$ cat src/rtl/jeff_74x157_arbiter.sv
// Two-requester round-robin arbiter driving the select/enable of a shared
// jeff_74x157 quad 2:1 mux, with bounded hold and a dead cycle on hand-over.
module jeff_74x157_arbiter #(
  parameter int HOLD_MAX = 4,
  parameter int CNT_W    = 8
) (
  input  logic clk,
  input  logic rst,
  input  logic req_a,
  input  logic req_b,
  output logic gnt_a,
  output logic gnt_b,
  output logic s,
  output logic en
);

  generate
    if (HOLD_MAX < 1 || HOLD_MAX > 255 || (2 ** CNT_W) <= HOLD_MAX) begin : g_bad_param
      $error("jeff_74x157_arbiter: illegal HOLD_MAX/CNT_W combination");
    end
  endgenerate

  typedef enum logic [1:0] {IDLE, GRANT_A, GRANT_B, GAP} state_t;

  localparam logic [CNT_W-1:0] CNT_LIM = CNT_W'(HOLD_MAX - 1);

  state_t           r_state, w_next, w_arb;
  logic [CNT_W-1:0] r_cnt, w_cnt_nxt;
  logic             r_last, w_last_nxt;   // 0 = A owned last, 1 = B
  logic             r_gnt_a, r_gnt_b, r_s, r_en;
  logic             w_gnt_a_nxt, w_gnt_b_nxt, w_s_nxt, w_en_nxt;

  // Round-robin pick: on a tie the side that did not own the mux last wins.
  always_comb begin
    w_arb = IDLE;
    if (req_a && req_b) w_arb = r_last ? GRANT_A : GRANT_B;
    else if (req_a)     w_arb = GRANT_A;
    else if (req_b)     w_arb = GRANT_B;
  end

  always_ff @(posedge clk) begin
    if (rst) begin
      r_state <= IDLE;
      r_cnt   <= '0;
      r_last  <= 1'b1;
      r_gnt_a <= 1'b0;
      r_gnt_b <= 1'b0;
      r_s     <= 1'b0;
      r_en    <= 1'b0;
    end else begin
      r_state <= w_next;
      r_cnt   <= w_cnt_nxt;
      r_last  <= w_last_nxt;
      r_gnt_a <= w_gnt_a_nxt;
      r_gnt_b <= w_gnt_b_nxt;
      r_s     <= w_s_nxt;
      r_en    <= w_en_nxt;
    end
  end

  always_comb begin
    w_next     = r_state;
    w_cnt_nxt  = r_cnt;
    w_last_nxt = r_last;
    case (r_state)
      IDLE, GAP: w_next = w_arb;
      GRANT_A: begin
        if (r_cnt != CNT_LIM) w_cnt_nxt = r_cnt + 1'b1;
        // Release takes priority over preemption; GAP only if B is waiting.
        if (!req_a)                        w_next = req_b ? GAP : IDLE;
        else if (req_b && r_cnt == CNT_LIM) w_next = GAP;
      end
      GRANT_B: begin
        if (r_cnt != CNT_LIM) w_cnt_nxt = r_cnt + 1'b1;
        if (!req_b)                        w_next = req_a ? GAP : IDLE;
        else if (req_a && r_cnt == CNT_LIM) w_next = GAP;
      end
      default: w_next = IDLE;
    endcase
    if (w_next == GRANT_A && r_state != GRANT_A) begin
      w_cnt_nxt  = '0;
      w_last_nxt = 1'b0;
    end
    if (w_next == GRANT_B && r_state != GRANT_B) begin
      w_cnt_nxt  = '0;
      w_last_nxt = 1'b1;
    end
  end

  // Outputs are decoded from the next state and registered, so s/en never
  // depend combinationally on the request inputs.
  always_comb begin
    w_gnt_a_nxt = (w_next == GRANT_A);
    w_gnt_b_nxt = (w_next == GRANT_B);
    w_en_nxt    = w_gnt_a_nxt | w_gnt_b_nxt;
    w_s_nxt     = r_s;
    if (w_gnt_a_nxt) w_s_nxt = 1'b0;
    if (w_gnt_b_nxt) w_s_nxt = 1'b1;
  end

  assign gnt_a = r_gnt_a;
  assign gnt_b = r_gnt_b;
  assign s     = r_s;
  assign en    = r_en;

endmodule

$ cat config.mk
export PLATFORM = sky130hd
export DESIGN_NAME = jeff_74x157_arbiter
export DESIGN_NICKNAME = d
export VERILOG_FILES = /design/src/rtl/jeff_74x157_arbiter.sv
export SDC_FILE = /design/constraint.sdc
export NUM_CORES = 1
export LEC_CHECK = 0
export CAP_MARGIN = 20
export CELL_PAD_IN_SITES_DETAIL_PLACEMENT = 2
export CELL_PAD_IN_SITES_GLOBAL_PLACEMENT = 2
export CORE_ASPECT_RATIO = 0.75
export CORE_UTILIZATION = 32
export DETAILED_ROUTE_END_ITERATION = 12
export PLACE_DENSITY = 0.72
export SLEW_MARGIN = 20
export SYNTH_ARGS = -nofsm -noshare
export SYNTH_HDL_FRONTEND = slang
export SYNTH_SLANG_ARGS = --single-unit
$ cat constraint.sdc
create_clock -name clk -period 2.55 [get_ports clk]
set_input_delay 0.51 -clock clk [delete_from_list [all_inputs] [get_ports clk]]
set_output_delay 0.51 -clock clk [all_outputs]
set_load 0.01 [all_outputs]
==> metrics list <==
- Cell count of the worst reg-to-reg path: 9
- Highest Clock Rate: 428 MHz
* Hold Vio Cnt, Final: 0
- On the final layout, the worst clock skew is 0.00190 ns.
* Number of rows created at floorplan: 15
- Yosys printed 0 warnings.
- The detailed router finished its first iteration with 12 violations.
- The via count of the first global-routing pass was 687.
- The worst hold path belongs to the class flip-flop to flip-flop.
- In the final routed layout, each cell accounts on average for 14.6 µm.
* Headroom to the max-slew limit: 0.579
- For this run, the total global-route usage over all layers was measured as 0.178.
- Last weighted congestion value of the routability-driven placer: 0.728
- Type of destination of the critical path: flip-flop
- In this run the standard cell core region covers 0.00229 mm².
* CTS root buf: clkbuf_4
* Crit path launch type: flip-flop
- # nets final: 114
- Worst-case register-to-register setup slack: 0.22 ns
- Power spread over the standard cell area amounts to 882 mW/mm².
* Count of hold-fix buffers inserted at cts: 0
- In this run the tool buffered the top-level ports with 7 buffer cells.
- The die is 44.6 µm tall.
- Period minus WS final: 2.33 ns
- For the pin with the worst max-slew slack, the measured transition is 0.627 ns.
- Sequential fraction of the synthesis area: 0.388
- Of the post-synthesis cell area, the dominant cell type holds 0.388.
- The final route contains 671 vias.
* CP startpoint: r_cnt[1]
- For this run the aggregate overflow at the end of global routing stands at 0.
- First drt pass iteration count: 4
- The routed design has 2020 µm of wire.
- Num ports: 8
- Wire length of the first global-routing pass: 3340 µm
- Setup TNS Final: 0 ns
* Later-pin clock latency in the skew report: 0.28 ns
- Counting along the longest clock path gives a buffer depth of 2.
- Static leakage power: 0.390 nW
* Async set or reset register ratio after synthesis: 0
- Setup repair after global routing left no endpoint under its margin.
- Number of buffers created by CTS: 3
- Top cells by count, synth: dfxtp_1 (15), nand2_1 (11), nor2_1 (10)
- Run status: finished, final reports clean
* Sum of met3 wire segment lengths after detailed routing: 22 µm
- Of the cells placed in the final design, the portion with a size suffix greater than 1 is 0.154.
- TritonCTS built the clock tree.
- Endpoint arrival time on the critical path: 2.55 ns
- The worst register-to-register path ends at r_cnt[4].
- In this run the number of H-tree levels came out at 1.
- In this run the cell area of the synthesized design comes to 774 µm².
* Most common cell in the synthesized netlist: dfxtp_1
- Antenna Diode Count: 0
* CP max FO: 8
- In this run the critical register-to-register path is launched from r_cnt[1].
- Wire length on met2: 948 µm
- Post-synthesis sequential element count: 15
* Initial antenna violation count: 0
- Across the VDD grid, the largest voltage drop is 0.000428 V.
* Clock-pin slew on the worst setup and hold paths: 0.09 ns
- Post-synth top flop: dfxtp_1
- Final design area excluding fillers: 958 µm²
- Highest metal layer used by the detailed router: met4
- By area the synthesized netlist is led by dfxtp_1 (39%), ha_1 (8.1%), nand2_1 (5.3%).
- For this block, wires on met1 add up to 1030 µm.
- Counting flops with a built-in enable in the synthesized netlist gives 0.
* Critical path class: flip-flop to flip-flop
* Die Footprint: 0.00262 mm²
- Syn avg cell area: 8.80 µm²
- Once placement finished, the instance area stood at 913 µm².
* Maxcap violations: 0
- The cell count after synthesis came out at 88.
- Initial cell density of the core: 0.338
- Required time of the critical path: 2.77 ns
- From synthesis to final layout, the design area changed by 23.7%.
* DRC violations left: 0
- Maximum number of pins on one net before global-route repair: 10
* Critical path destination: r_cnt[4]
- The netlist uses 29 different library cells.
- Setup violations remaining at the end of the flow were counted as 0.
- The total count of max-transition violations in the final report is 0.
* Half-perimeter wire length of the detailed placement result: 1550 µm
- Count of antenna-violating nets left after detailed routing: 0
* Library cell with the largest summed area after synthesis: dfxtp_1
* Horiz. Die Dim: 58.8 µm
* Net Count, Synth: 97
* Final worst-path cycle share: 0.916
- In the routed layout, each cell is associated on average with a via count of 4.86.
- For this design, the sink count on the clock tree is 15.
## placed cells by master (no fill, tap or decap), types with 3 or more instances in the layout
| cell type | n |
|---|---|
| a21oi_1 | 5 |
| buf_4 | 6 |
| clkbuf_4 | 3 |
| clkdlybuf4s50_1 | 7 |
| dfxtp_1 | 15 |
| ha_1 | 5 |
| inv_1 | 6 |
| nand2_1 | 10 |
| nand3_1 | 4 |
| nor2_1 | 10 |
| o21ai_0 | 4 |
| xor2_1 | 4 |
## metrics by stage
step / setup WS (ns) / instances / hold slack (ns) / power (W) / utilization
floorplan: 0.643 / 88 / 0.433 / 0.000564 / -
global placement: -0.00456 / 132 / 0.464 / 0.000693 / 0.399
detailed placement: -0.138 / 132 / 0.475 / 0.000713 / 0.399
CTS: 0.0392 / 136 / 0.522 / 0.000860 / 0.411
global route: 0.0118 / 138 / 0.569 / 0.000921 / 0.419
finish: 0.215 / 138 / 0.508 / 0.000846 / 0.419
## worst max-delay path, stage by stage, from the launching register on
cell      delay, ns
dfxtp_1        0.41
ha_1           0.26
nor4b_4        0.32
a31oi_1        0.15
o221ai_2       0.22
nand2_1        0.09
ha_1           0.23
a21oi_1        0.25
nand2_2        0.18
a21oi_1        0.15
## worst min-delay path by stage
stage	start	endpoint	depth (start not counted)
2_1_floorplan	r_last	r_last	2
3_3_place_gp	r_last	r_last	2
3_5_place_dp	r_last	r_last	2
4_1_cts	s	s	2
5_1_grt	r_cnt[7]	r_cnt[7]	2
6_report	s	s	2
## area by class of cell
cell class	count	area (µm²)
clock buffer	3	22.5
inverter	6	22.5
timing repair buffer	13	115
fill	272	1330
clock inverter	1	5.00
multi-input combinational	66	450
sequential	15	300
tap	34	42.5
## registers in the layout, summed over array words and instances, names as in the netlist
signal,count
en,1
s,1
r_last,1
gnt_b,1
r_cnt,8
r_state,2
gnt_a,1
## power by group
group	internal [W]	switching [W]	leakage, nW
logic	0.000191	0.000209	0.250
clock network	0.0000582	0.0000780	0.0177
registers	0.000280	0.0000295	0.122
total	0.000529	0.000316	0.390
## timing repair
| item | CTS | global route |
|---|---|---|
| resized for setup | 0 | 1 |
| hold endpoints to repair | 0 | 0 |
| setup buffers | 0 | 2 |
| setup endpoints to repair | 0 | 8 |
## per-layer routing
layer  vias up  global-route usage
met5         -                   0
met4         0              0.0714
met3         2              0.0175
met2         5               0.293
met1       328               0.240
li1        336                   -
## logic make-up (layout without fill, tap and decap cells)
| family | after synthesis | count (layout) | synth area share |
|---|---|---|---|
| AND/OR/NAND/NOR | 38 | 38 | 0.268 |
| XOR/XNOR | 5 | 5 | 0.0565 |
| adder cells (fa/ha/maj) | 5 | 5 | 0.0808 |
| AO/OA/AOI/OAI | 14 | 14 | 0.118 |
| buffers and inverters | 7 | 23 | 0.0339 |
| multiplexers | 4 | 4 | 0.0549 |
| flip-flops | 15 | 15 | 0.388 |
Note: power is estimated with default switching activity, not from simulation.
